### src/rtl/ahb_decode_mux.sv
// AHB-Lite address decoder and slave response multiplexer with a built-in
// default slave that answers unmapped transfers with a two-cycle ERROR and logs them.
module ahb_decode_mux #(
  parameter int                NSLV        = 8,
  parameter logic [NSLV*8-1:0] REGION_CODE = 64'h5554_5352_5150_2000,
  parameter logic [NSLV*8-1:0] REGION_MASK = {NSLV*8{1'b1}}
) (
  input  logic                HCLK,
  input  logic                HRESET,
  input  logic [31:0]         HADDR,
  input  logic [1:0]          HTRANS,
  input  logic                HREADY,
  output logic [NSLV-1:0]     HSEL,
  input  logic [NSLV*32-1:0]  HRDATA_S,
  input  logic [NSLV-1:0]     HREADYOUT_S,
  input  logic [NSLV-1:0]     HRESP_S,
  output logic [31:0]         HRDATA,
  output logic                HREADYOUT,
  output logic                HRESP,
  output logic                ERR_FLAG,
  output logic [31:0]         ERR_ADDR,
  output logic [7:0]          ERR_CNT,
  input  logic                ERR_CLR
);

  typedef enum logic [1:0] {IDLE, ERR1, ERR2} dflt_state_e;

  dflt_state_e       state_q, state_d;
  logic [NSLV:0]     dsel_q, dsel_d;       // bit NSLV = nomap
  logic              err_flag_q, err_flag_d;
  logic [31:0]       err_addr_q, err_addr_d;
  logic [7:0]        err_cnt_q, err_cnt_d;
  logic              found;
  logic              unmapped;
  logic              err_req;
  logic              enter_err1;
  logic              dflt_ready;
  logic              dflt_resp;
  logic              unused_htrans0;

  assign unused_htrans0 = HTRANS[0];

  // Address decode: first matching slave (lowest index) wins.
  // NOTE: every always_comb output gets a default first so no latch is inferred.
  always_comb begin
    HSEL  = '0;
    found = 1'b0;
    for (int i = 0; i < NSLV; i++) begin
      if (!found &&
          ((HADDR[31:24] & REGION_MASK[8*i +: 8]) ==
           (REGION_CODE[8*i +: 8] & REGION_MASK[8*i +: 8]))) begin
        HSEL[i] = 1'b1;
        found   = 1'b1;
      end
    end
  end

  assign unmapped = ~found;
  assign err_req  = HREADY & unmapped & HTRANS[1];
  assign dsel_d   = HREADY ? {unmapped, HSEL} : dsel_q;

  // Default slave: ERR1 is the wait cycle of the two-cycle ERROR response.
  always_comb begin
    state_d    = IDLE;
    dflt_ready = 1'b1;
    dflt_resp  = 1'b0;
    unique case (state_q)
      IDLE: state_d = err_req ? ERR1 : IDLE;
      ERR1: begin
        state_d    = ERR2;
        dflt_ready = 1'b0;
        dflt_resp  = 1'b1;
      end
      ERR2: begin
        state_d   = err_req ? ERR1 : IDLE;
        dflt_resp = 1'b1;
      end
      default: state_d = IDLE;
    endcase
  end

  // A clear coinciding with a new error restarts the log with that error.
  assign enter_err1 = (state_d == ERR1);

  always_comb begin
    err_flag_d = err_flag_q;
    err_addr_d = err_addr_q;
    err_cnt_d  = err_cnt_q;
    if (enter_err1) begin
      err_flag_d = 1'b1;
      if (!err_flag_q || ERR_CLR) err_addr_d = HADDR;
      if (ERR_CLR)                err_cnt_d  = 8'd1;
      else if (err_cnt_q != 8'hFF) err_cnt_d = err_cnt_q + 8'd1;
    end else if (ERR_CLR) begin
      err_flag_d = 1'b0;
      err_cnt_d  = 8'd0;
    end
  end

  // NOTE: sequential state uses non-blocking assignments only; the reset is
  // synchronous, so it lives inside the clocked branch rather than the sensitivity list.
  always_ff @(posedge HCLK) begin
    if (HRESET) begin
      state_q    <= IDLE;
      dsel_q     <= {1'b1, {NSLV{1'b0}}};
      err_flag_q <= 1'b0;
      err_addr_q <= '0;
      err_cnt_q  <= '0;
    end else begin
      state_q    <= state_d;
      dsel_q     <= dsel_d;
      err_flag_q <= err_flag_d;
      err_addr_q <= err_addr_d;
      err_cnt_q  <= err_cnt_d;
    end
  end

  // Data-phase response mux; DSEL is one-hot so an AND-OR mux suffices.
  always_comb begin
    HRDATA    = '0;
    HREADYOUT = 1'b0;
    HRESP     = 1'b0;
    for (int i = 0; i < NSLV; i++) begin
      if (dsel_q[i]) begin
        HRDATA    = HRDATA | HRDATA_S[32*i +: 32];
        HREADYOUT = HREADYOUT | HREADYOUT_S[i];
        HRESP     = HRESP | HRESP_S[i];
      end
    end
    if (dsel_q[NSLV]) begin
      HREADYOUT = dflt_ready;
      HRESP     = dflt_resp;
    end
  end

  assign ERR_FLAG = err_flag_q;
  assign ERR_ADDR = err_addr_q;
  assign ERR_CNT  = err_cnt_q;

endmodule

### config.mk
export PLATFORM = sky130hd
export DESIGN_NAME = ahb_decode_mux
export DESIGN_NICKNAME = d
export VERILOG_FILES = /design/src/rtl/ahb_decode_mux.sv
export SDC_FILE = /design/constraint.sdc
export NUM_CORES = 1
export LEC_CHECK = 0
export CAP_MARGIN = 0
export CELL_PAD_IN_SITES_DETAIL_PLACEMENT = 1
export CELL_PAD_IN_SITES_GLOBAL_PLACEMENT = 2
export CORE_ASPECT_RATIO = 0.75
export CORE_UTILIZATION = 14
export CTS_CLUSTER_SIZE = 12
export DETAILED_ROUTE_END_ITERATION = 6
export PLACE_DENSITY_LB_ADDON = 0.1
export SETUP_SLACK_MARGIN = 0.02
export SLEW_MARGIN = 20
export SYNTH_ARGS = -nofsm -noshare
export SYNTH_HDL_FRONTEND = slang
export SYNTH_SLANG_ARGS = --single-unit
### constraint.sdc
create_clock -name HCLK -period 4.8 [get_ports HCLK]
set_input_delay 0.48 -clock HCLK [delete_from_list [all_inputs] [get_ports HCLK]]
set_output_delay 0.48 -clock HCLK [all_outputs]
set_load 0.01 [all_outputs]
==> impl_metrics.json <==
{
  "grt_first_pass_wirelength_um": 36400,
  "cp-start-kind": "flop",
  "critical_path.slowest_cell": "dfxtp_2",
  "tightestPinTransition_ps": 976,
  "p_per_area_mw_per_mm2": 152,
  "whs_ps": 456,
  "initial_core_util_pct": 14.3,
  "die_x_um": 186,
  "io_buffers": 391,
  "p_leak_nw": 2.60,
  "grtUsageMet3_pct": 5.13,
  "ant_nets": 0,
  "vias_per_cell": 4.56,
  "use_met1_pct": 20.9,
  "first_iter_violations": 143,
  "tns_ps": 0,
  "dpl.hpwl_um": 19900,
  "nets": 1130,
  "crit_fanout": 35,
  "cts_buffers": 5,
  "hold_buffers": 0,
  "grt_max_degree": 48,
  "rows": 50,
  "post_cts_buffers": 0,
  "cts.sinks": 52,
  "skew_ps": 6.33,
  "fp.dieH_um": 140,
  "critPathTopFamily": "flip-flops",
  "status": "finished clean",
  "yosysWarnings": 0,
  "ys_types": 43,
  "coreArea_sq_mm": 0.0249,
  "cts_tree": "built",
  "period_needed_ps": 2920,
  "path_cells": "a22oi_1 -> nand4_1 -> clkdlybuf4s50_1",
  "synth_area_per_cell_sq_um": 7.70,
  "postCtsResizedCells": 0,
  "crit_buf_inv": 1,
  "dpl.cell_count": 1145,
  "synth_nets": 777,
  "cts_root_buffer": "clkbuf_16",
  "clkLatencyLatePin_ps": 300,
  "busiest_layer": "met2",
  "grt.overflow.total": 0,
  "antenna_found_initial": 5,
  "slew_headroom_pct": 34.9,
  "cpPeakStageDelay_ps": 940,
  "max_freq_mhz": 342,
  "setup_violations": 0,
  "cp.arrival_ps": 2440,
  "period_share_pct": 60.9,
  "grt_pass1_vias": 5822,
  "critPathCaptureType": "output port",
  "grt.total_usage_pct": 19.0,
  "grt_setup_unrepaired": "no",
  "dr.pass1.iters": 4,
  "clockBufferDepth": 2,
  "power.total_w": 0.00119,
  "drcViolationCount": 0,
  "final_cell_mix": "clkdlybuf4s50_1, a22oi_1, nand2_1",
  "wl_per_cell_um": 22.0,
  "fin_ws_ps": 1880,
  "ir_drop_v": 0.000105,
  "ys_seq_elements": 52,
  "critical_path_class": "reg -> out",
  "finalHoldViolCount": 0,
  "slew_viol_final": 0,
  "syn2layout_area_growth_pct": 121,
  "routed_wirelength_um": 25500,
  "routabilityCongestion": 0.905,
  "syn-instance-count": 461,
  "vias": 5277,
  "hp-class": "reg -> reg",
  "layoutNonFillerInstCount": 1158,
  "worstPathRequired_ps": 4320,
  "htree_levels": 2,
  "seq_area_frac_synth_pct": 29.3,
  "cts.clk_slew.worst_paths_ps": 70,
  "design.die.area_sq_mm": 0.0260,
  "syn_area_sq_mm": 0.00355,
  "ios": 393,
  "preCtsSetupSlack_ps": 1860,
  "use_met2_pct": 34.3,
  "final_common_cell": "clkdlybuf4s50_1",
  "drive_gt1_share_pct": 3.93,
  "cap_violations": 0
}
[worst paths after layout]
kind,cells after the start,slack (ps),end,start
setup / recovery,3,1880,HRDATA[27],dsel_q[1]
hold reg to reg,2,460,ERR_ADDR[7],ERR_ADDR[7]
setup reg to reg,6,2900,ERR_CNT[3],ERR_CNT[0]
hold / removal,2,460,ERR_ADDR[7],ERR_ADDR[7]
[per-stage QoR]
step / cell area, sq um / util (%)
floorplan: 3550 / -
global placement: 7690 / 30.9
detailed placement: 7690 / 30.9
CTS: 7840 / 31.5
global route: 7850 / 31.5
finish: 7850 / 31.5
[layout make-up]
type	count	area, sq um
inverter	4	15.0
antenna	5	12.5
clock inverter	3	18.8
tap	338	423
multi-input combinational	358	2280
fill	2959	17000
sequential	52	1050
clock buffer	5	125
timing repair buffer	393	3920
[state kept, by name (all words and copies together), names as in the netlist]
register / count
ERR_ADDR: 32
ERR_CNT: 8
ERR_FLAG: 1
dsel_q: 9
state_q: 2
[per-layer routing]
| metal | routed length [um] | share of wire [%] |
|---|---|---|
| met3 | 1860 | 7.3 |
| met5 | 0 | 0 |
| met1 | 9810 | 38 |
| met2 | 13000 | 51 |
| met4 | 791 | 3.1 |
[where the power goes]
part           switching [W]  internal (W)  leakage (nW)
combinational       0.000104      0.000266          2.10
sequential         0.0000104      0.000446         0.427
clock               0.000173      0.000193        0.0736
[cells in the mapped netlist, drive strengths merged]
cell type	number	share of area (%)
mux2i	8	2.3
and4bb	1	0.35
a22oi	136	29
and4	2	0.56
o21ai	2	0.28
nand2b	3	0.53
or2	1	0.18
a21oi	41	5.9
nor2b	3	0.53
a311oi	1	0.25
and3	4	0.88
a211oi	2	0.42
o31a	1	0.25
nand3b	1	0.21
o31ai	1	0.21
mux2	1	0.32
and2	2	0.42
nand2	69	7.3
nand4	36	6.5
a211o	1	0.25
clkbuf	38	4.0
nor4	2	0.78
nor3	6	1.3
buf	9	1.9
a31oi	2	0.35
inv	4	0.42
dfxtp	52	29
or2b	2	0.46
nand3	6	0.85
ha	6	2.1
or3	2	0.35
nor2	16	1.7
[worst reg2reg max path: stages (launching register included)]
cell     delay (ps)
dfxtp_1         400
ha_1            280
and3_1          190
nand3_1         170
nand4_2         230
or3_1           390
a21oi_1         170
[cells by family (layout without fill, tap and decap cells)]
logic type	after synthesis	in the layout	share of synthesized area, %
compound gates	187	187	36.7
simple gates	156	156	22.9
flops	52	52	29.3
buf+inv	51	405	6.38
mux	9	9	2.57
fa+ha+maj	6	6	2.12
other cells	0	5	0
Note: power is estimated with default switching activity, not from simulation.
